**src/rtl/modexp_pkg.sv**
```systemverilog
// Shared encodings for modexp: Gray-coded FSM states and the rem-call op tag.
// Defines the GRAY macro used to derive the state codes.
`ifndef GRAY
`define GRAY(x) ((x) ^ ((x) >> 1))
`endif

package modexp_pkg;

  typedef enum logic [2:0] {
    ST_IDLE  = 3'(`GRAY(0)),
    ST_RBASE = 3'(`GRAY(1)),
    ST_SQR   = 3'(`GRAY(2)),
    ST_MUL   = 3'(`GRAY(3)),
    ST_WLO   = 3'(`GRAY(4)),
    ST_WHI   = 3'(`GRAY(5)),
    ST_DONE  = 3'(`GRAY(6))
  } state_t;

  typedef enum logic [1:0] {
    OP_BASE = 2'd0,
    OP_SQR  = 2'd1,
    OP_MUL  = 2'd2
  } op_t;

endpackage

```
**src/rtl/modexp.sv**
```systemverilog
// Square-and-multiply modular exponentiation; each reduction is a call to an external rem block.
// Optional: MODEXP_SKIP_LZ_EN skips squares for leading-zero exponent bits.
module modexp
  import modexp_pkg::*;
#(
  parameter int unsigned MSB = 7
) (
  input  logic               clk,
  input  logic               rst,
  input  logic               enable,
  input  logic               req,
  output logic               ack,
  output logic [2:0]         cst,
  input  logic [MSB:0]       base,
  input  logic [MSB:0]       expo,
  input  logic [MSB:0]       modulus,
  output logic [MSB:0]       result,
  output logic               err,
  output logic               rem_req,
  input  logic               rem_ack,
  output logic [2*MSB+1:0]   rem_dividend,
  output logic [MSB:0]       rem_divisor,
  input  logic [MSB:0]       rem_quot_rem
);

  localparam int unsigned W  = MSB + 1;
  localparam int unsigned IW = (W > 1) ? $clog2(W) : 1;

  state_t         state_q, state_d;
  op_t            op_q;
  logic           req_d;
  logic           req_x;
  logic [MSB:0]   b_q, e_q, n_q, acc_q, bm_q;
  logic [IW-1:0]  i_q;
  logic           err_q;
  logic [2*W-1:0] mul_a, mul_b, prod;
  logic           n_illegal;
  logic           last_bit;
  logic           skip_sqr;

  assign req_x     = req ^ req_d;
  // rem sign-extends its divisor, so a set MSB cannot be reduced.
  assign n_illegal = (n_q == '0) || n_q[MSB];
  assign last_bit  = (i_q == '0);

`ifdef MODEXP_SKIP_LZ_EN
  // No one bit processed yet means acc is still its initial value; squaring it is a no-op.
  assign skip_sqr = ((e_q >> i_q) == '0);
`else
  assign skip_sqr = 1'b0;
`endif

  always_comb begin
    mul_a = {{W{1'b0}}, acc_q};
    mul_b = (state_q == ST_MUL) ? {{W{1'b0}}, bm_q} : {{W{1'b0}}, acc_q};
    prod  = mul_a * mul_b;
  end

  // State register
  always_ff @(posedge clk) begin
    if (rst) begin
      state_q <= ST_IDLE;
    end else if (enable) begin
      state_q <= state_d;
    end
  end

  // Next-state logic
  always_comb begin
    state_d = state_q;
    unique case (state_q)
      ST_IDLE:  if (req_x) state_d = ST_RBASE;
      ST_RBASE: state_d = n_illegal ? ST_DONE : ST_WLO;
      ST_SQR: begin
        if (skip_sqr) state_d = last_bit ? ST_DONE : ST_SQR;
        else          state_d = ST_WLO;
      end
      ST_MUL:   state_d = ST_WLO;
      ST_WLO:   if (!rem_ack) state_d = ST_WHI;
      ST_WHI: begin
        if (rem_ack) begin
          unique case (op_q)
            OP_BASE: state_d = ST_SQR;
            OP_SQR:  state_d = e_q[i_q] ? ST_MUL : (last_bit ? ST_DONE : ST_SQR);
            default: state_d = last_bit ? ST_DONE : ST_SQR;
          endcase
        end
      end
      ST_DONE:  state_d = ST_IDLE;
      default:  state_d = ST_IDLE;
    endcase
  end

  // Outputs
  always_comb begin
    ack         = (state_q == ST_IDLE);
    cst         = state_q;
    rem_divisor = n_q;
  end

  // Datapath and rem handshake registers
  always_ff @(posedge clk) begin
    if (rst) begin
      req_d        <= 1'b0;
      b_q          <= '0;
      e_q          <= '0;
      n_q          <= '0;
      acc_q        <= '0;
      bm_q         <= '0;
      i_q          <= '0;
      op_q         <= OP_BASE;
      err_q        <= 1'b0;
      result       <= '0;
      err          <= 1'b0;
      rem_req      <= 1'b0;
      rem_dividend <= '0;
    end else if (enable) begin
      req_d <= req;
      unique case (state_q)
        ST_IDLE: begin
          if (req_x) begin
            b_q   <= base;
            e_q   <= expo;
            n_q   <= modulus;
            acc_q <= W'(1);
            i_q   <= IW'(MSB);
          end
        end
        ST_RBASE: begin
          if (n_illegal) begin
            acc_q <= '0;
            err_q <= 1'b1;
          end else begin
            err_q        <= 1'b0;
            rem_dividend <= {{W{1'b0}}, b_q};
            rem_req      <= ~rem_req;
            op_q         <= OP_BASE;
          end
        end
        ST_SQR: begin
          if (skip_sqr) begin
            if (!last_bit) i_q <= i_q - 1'b1;
          end else begin
            rem_dividend <= prod;
            rem_req      <= ~rem_req;
            op_q         <= OP_SQR;
          end
        end
        ST_MUL: begin
          rem_dividend <= prod;
          rem_req      <= ~rem_req;
          op_q         <= OP_MUL;
        end
        ST_WHI: begin
          if (rem_ack) begin
            if (op_q == OP_BASE) begin
              bm_q  <= rem_quot_rem;
              acc_q <= (n_q == W'(1)) ? '0 : W'(1);
            end else begin
              acc_q <= rem_quot_rem;
              if (!((op_q == OP_SQR) && e_q[i_q]) && !last_bit) i_q <= i_q - 1'b1;
            end
          end
        end
        ST_DONE: begin
          result <= acc_q;
          err    <= err_q;
        end
        default: ;
      endcase
    end
  end

endmodule

```
**config.mk**
```make
export PLATFORM = sky130hd
export DESIGN_NAME = modexp
export DESIGN_NICKNAME = d
export VERILOG_FILES = /design/src/rtl/modexp_pkg.sv /design/src/rtl/modexp.sv
export SDC_FILE = /design/constraint.sdc
export NUM_CORES = 1
export LEC_CHECK = 0
export ABC_CLOCK_PERIOD_IN_PS = 15600
export CELL_PAD_IN_SITES_DETAIL_PLACEMENT = 1
export CELL_PAD_IN_SITES_GLOBAL_PLACEMENT = 1
export CORE_ASPECT_RATIO = 1.25
export CORE_MARGIN = 3
export CORE_UTILIZATION = 39
export CTS_BUF_LIST = sky130_fd_sc_hd__clkbuf_2
export CTS_CLUSTER_DIAMETER = 30
export DETAILED_ROUTE_END_ITERATION = 10
export HOLD_SLACK_MARGIN = 0.06
export PLACE_DENSITY_LB_ADDON = 0.25
export SETUP_SLACK_MARGIN = 0.2
export SLEW_MARGIN = 20
export SYNTH_ARGS = -nofsm -noshare
export SYNTH_HDL_FRONTEND = slang
export SYNTH_SLANG_ARGS = --single-unit
```
**constraint.sdc**
```tcl
create_clock -name clk -period 15.6 [get_ports clk]
set_clock_uncertainty 0.05 [all_clocks]
set_input_delay 3.12 -clock clk [delete_from_list [all_inputs] [get_ports clk]]
set_output_delay 3.12 -clock clk [all_outputs]
set_load 0.01 [all_outputs]
```
* Word-level counts from Yosys, hierarchy flattened
Cells that the tools add are included.
** Word-level totals
- Flip-flop bits (word level) :: 76
- Bits of input ports :: 37
- Output and inout port bits :: 38
- Logic and storage cells :: 86
** Operators by class
- Add/sub/neg operators :: 1
- Multiply operators :: 1
- Magnitude comparators :: 1
- Eq/ne operators :: 15
- Multiplexer cells :: 29
- Bitwise gates (word level) :: 2
- Reduce and logical (&&, ||, !) cells :: 23
** Operators with widths (count)
- 8-bit 2-to-1 mux :: 5
- 16-bit one-hot mux with 2 select lines :: 1
- 3-bit 2-to-1 mux :: 9
- 8-bit one-hot mux with 3 select lines :: 1
- 8-bit by 8-bit multiplier with 16-bit output :: 1
- 16-bit 2-to-1 mux :: 1
- 3-bit one-hot mux with 5 select lines :: 1
- 2-bit inequality test, second input constant :: 6
- 3-bit one-hot mux with 2 select lines :: 2
- 3-bit equality test, second input constant :: 3
- 3-bit AND reduction :: 3
- 8-bit by 1-bit equality test with 1-bit output, second input constant :: 1
- 8-bit zero test :: 1
- 4-bit AND reduction :: 2
- 3-bit by 2-bit equality test with 1-bit output, second input constant :: 2
- 3-bit zero test :: 2
- 2-bit one-hot mux with 3 select lines :: 1
- 6-bit AND reduction :: 1
- 3-bit nonzero test :: 2
- 5-bit AND reduction :: 1
- 3-bit by 4-bit < comparator with 1-bit output, second input constant :: 1
- 1-bit 2-to-1 mux :: 4
- 2-bit 2-to-1 mux :: 2
- 2-bit AND reduction :: 2
- 14 further kinds :: 17

* Longest topological paths before layout
- Depth in word-level cells :: 9
- Mapped depth :: 23
- Mapped depth without buffers :: 19

* Worst setup path after synthesis
OpenSTA, ideal clock, no wires.
- Kind :: register to register
- Start :: register state_q[1] (netlist: cst[1])
- End :: register rem_dividend[14]
- Setup time :: 0.117 ns
- Arrival time :: 5.029 ns
- Data required time :: 15.433 ns
- Path slack :: 10.404 ns
- Stages on the path, launching flop included :: 22
- Buffers on the path :: 4
- Clock period less this slack :: 5.196 ns
- Path through :: dfxtp_1 -> buf_4 -> nand2b_1 -> buf_2 -> nand2b_1 -> buf_2 -> buf_2 -> nand2_1 -> nand2_1 -> and2_1 -> fa_1 -> fa_1 -> fa_1 -> inv_1 -> fa_1 -> inv_1 -> ha_1 -> a21o_1 -> a211oi_1 -> nor2_1 -> or4_1 -> a32o_1
** Between the ends
- Longest elaborated chain between the ends :: 4
- Elaborated cells between the ends (all ways) :: 10
- Those cells by class :: 1 x mul; 4 x eq/ne; 2 x mux; 3 x reduce/logical
** Ends and longest elaborated chain
- from (decl) :: RTL line modexp.sv:29 : state_t state_q, state_d;
- from (signal assigned) :: RTL line modexp.sv:64 : state_q <= state_d;
- 3-bit by 2-bit equality test with 1-bit output (on tied branches) :: RTL line modexp.sv:55, modexp.sv:119
- 8-bit 2-to-1 mux / 2-bit OR reduction (equally long branches)
- 8-bit by 8-bit multiplier with 16-bit output / 2-bit nonzero test (equally long branches)
- 16-bit one-hot mux with 2 select lines / 3-bit AND reduction (equally long branches)
- to (signal assigned) :: RTL line modexp.sv:135 : rem_dividend <= {{W{1'b0}}, b_q};
- to (signal assigned) :: RTL line modexp.sv:144 : rem_dividend <= prod;
- to (signal assigned) :: RTL line modexp.sv:150 : rem_dividend <= prod;
- to (decl) :: RTL line modexp.sv:21 : output logic [2*MSB+1:0] rem_dividend,
Several ways; a longest one is shown, not always the timed one.
A chain may end at the register's enable or synchronous reset.

* Worst setup path in the final report
Ends and elaborated chain as after synthesis.

==> impl_results.md <==
- Outcome: finished clean
- Die area: 15800 um2
- H-tree levels: 3
- Area grow syn2layout: 16.2%
- Avg Inst Size Synth: 8.75 um2
- Design Power: 0.398 mW
- Max Buffers Root-to-Sink: 2
- Largest area contributor in the netlist: dfxtp_1
- LEAKAGE: 2.75 nW
- Worst skew pair latency: 0.56 ns
- Routed via count: 4645
- Vias in the first global route: 4933
- Number of max-cap violations: 0
- Hold_buf cts: 0
- Max Slew Vio Count: 0
- Fraction of registers with async set/reset: 0%
- Clock sink count: 76
- First-pass GRT wire length: 25100 um
- Worst r2r path cells: 16
- Largest net degree at the start of global routing: 74
- Ys flop type: dfxtp_1
- Detail Route Antenna Nets: 0
- Fillcell total: 1675
- I/O Pins: 75
- WHS Endpoint: err$_SDFFE_PP0P_
- Dpl hpwl: 11700 um
- Hold Fails Final Rpt: 0
- Yosys cell types: 63
- Syn_nets: 751
- Setup crit end kind: flip-flop
- CP Class: reg -> reg
- Period utilisation layout: 41.6%
- Placed inst area: 6390 um2
- Cells after Synth: 640
- TritonCTS clock tree: built
- Setup TNS: 0 ns
- Hold Crit Depth: 2
- Worst hold start: err$_SDFFE_PP0P_
- Setup WS pre-CTS: 9.17 ns
- Worst hold-check path type: reg -> reg
- Most frequent cells in the layout: nand2_1 (93), dfxtp_1 (76), clkdlybuf4s50_1 (73)
- Post-CTS sizing: 0
- Gp weighted congestion: 0.844
- Antenna violations before repair: 1
- Area share of the largest cell type after synthesis: 27.2%
- Clock buffer count from CTS: 9
- Slew margin rel.: 30.4%
- Number of port buffers: 74
- P per Cell Area: 61.2 nW/um2
- Max VDD drop: 0.0000441 V
- GR Util All Layers: 19.7%
- Layout cells sized above 1: 5.46%
- Critical Path AT: 6.96 ns
- Maximum fanout along the worst path: 18
- Initial Utilization: 40.2%
- Unrepaired setup endpoints after global routing: false
- # DRC: 0
- Yosys warns: 0
- Most common cell after layout, fill and taps aside: nand2_1
- DRT iter0 DRCs: 190
- Post-route cell area: 6500 um2
- Setup ws final: 9.11 ns
- Register clock-pin slew on the reported worst setup and hold paths: 0.25 ns
- Die height: 140 um
- Core ar.: 13900 um2
- Post CTS Setup Buffer Count: 0
- Site row count: 48
- Final setup fails: 0
- Ranking of synthesized cells by area: dfxtp_1 (27%), fa_1 (13%), ha_1 (8.5%)
- Reg2Reg Setup Slack: 9.11 ns
- CP Launch Type: flip-flop
- Avg WL per Cell: 17.3 um
- Worst slew pin tran: 1.04 ns
- Reg2Reg Launch Point: cst[1]$_SDFFE_PP0P_
- Seq cells post-synth: 76
- Sequential share of the synthesized area: 27.2%
- Final net count: 802
- Drt pass-1 iters: 4
- Total gr overflow: 0
- Number of enable flip-flop cells after synthesis: 0
- Reg-to-reg endpoint: rem_dividend[14]$_SDFFE_PP0P_
- Die Wd: 113 um
- Avg Vias per Cell: 5.33
- Max frequency: 154 MHz
- Drt total wl: 15100 um
- Req. time, crit path: 16.07 ns
- Clock Tree Root: clkbuf_2
- Mapped Area: 5600 um2
- Tmin final: 6.49 ns
## cells by family after synthesis
group / synth area share [%]
simple gates: 21.0
compound gates: 15.5
buf+inv: 6.93
flops: 27.2
fa+ha+maj: 21.4
mux: 6.75
xor+xnor: 1.25
## critical path, cell delays in order (launching register included)
cell and delay, ns:
dfxtp_1 0.74, nand2b_1 0.56, nand2b_1 0.61, mux2i_1 0.60, nor2b_1 0.16, fa_1 0.51
fa_1 0.52, fa_1 0.55, inv_1 0.05, fa_1 0.52, inv_1 0.05, ha_1 0.22
a21o_1 0.19, a211oi_1 0.26, nor2_1 0.10, or4_1 0.48, a32o_1 0.25
## synth_stat cells, types with 12 or more instances
library cell  instances
nand2_1              93
dfxtp_1              76
inv_1                55
a21oi_1              43
nor2b_1              42
ha_1                 38
fa_1                 36
nor2_1               36
mux2i_1              33
clkbuf_1             15
buf_2                13
nand2b_1             13
o21ai_0              12
## registers in the layout, indices dropped and copies added, names as in the netlist
name          flops
acc_q             8
b_q               8
bm_q              8
cst               3
e_q               8
err               1
err_q             1
i_q               3
op_q              2
rem_dividend     16
rem_divisor       8
rem_req           1
req_d             1
result            8
## report_power, final
part | switching, mW | total, mW | internal (mW)
clock network | 0.0787 | 0.116 | 0.0377
logic | 0.0368 | 0.0693 | 0.0325
registers | 0.0101 | 0.212 | 0.202
## through the flow
step           utilization [%]  hold slack (ns)  std cells
2_1_floorplan                -            0.382        640
3_3_place_gp              45.8            0.397        855
3_5_place_dp              45.8            0.401        855
4_1_cts                   46.7            0.426        871
5_1_grt                   46.7            0.450        872
6_report                  46.7            0.422        872
## metal layers
metal	global-route usage, %	share of wire (%)	wire length, um	up-vias
li1	-	-	-	2249
met1	23.7	43	6500	2300
met2	35.3	52	7920	82
met3	3.76	3.0	454	14
met4	6.27	1.5	228	0
met5	0	0	0	-
## how the worst max path moves through the flow
| stage | from | end |
|---|---|---|
| floorplan | cst[1]$_SDFFE_PP0P_ | rem_dividend[14]$_SDFFE_PP0P_ |
| global placement | cst[1]$_SDFFE_PP0P_ | rem_dividend[14]$_SDFFE_PP0P_ |
| CTS | cst[1]$_SDFFE_PP0P_ | rem_dividend[15]$_SDFFE_PP0P_ |
| detailed placement | cst[1]$_SDFFE_PP0P_ | rem_dividend[14]$_SDFFE_PP0P_ |
| global route | cst[1]$_SDFFE_PP0P_ | rem_dividend[15]$_SDFFE_PP0P_ |
| finish | cst[1]$_SDFFE_PP0P_ | rem_dividend[14]$_SDFFE_PP0P_ |
## layout make-up
| class | instances | area [um2] | share of cell area [%] |
|---|---|---|---|
| sequential | 76 | 1520 | 23.4 |
| multi-input combinational | 473 | 3690 | 56.7 |
| tap | 175 | 219 | 3.37 |
| timing repair buffer | 76 | 751 | 11.5 |
| clock buffer | 10 | 50.0 | 0.770 |
| clock inverter | 6 | 63.8 | 0.981 |
| inverter | 55 | 206 | 3.17 |
| antenna | 1 | 2.50 | 0.0385 |
No activity file was read; power rests on OpenSTA's default activity.
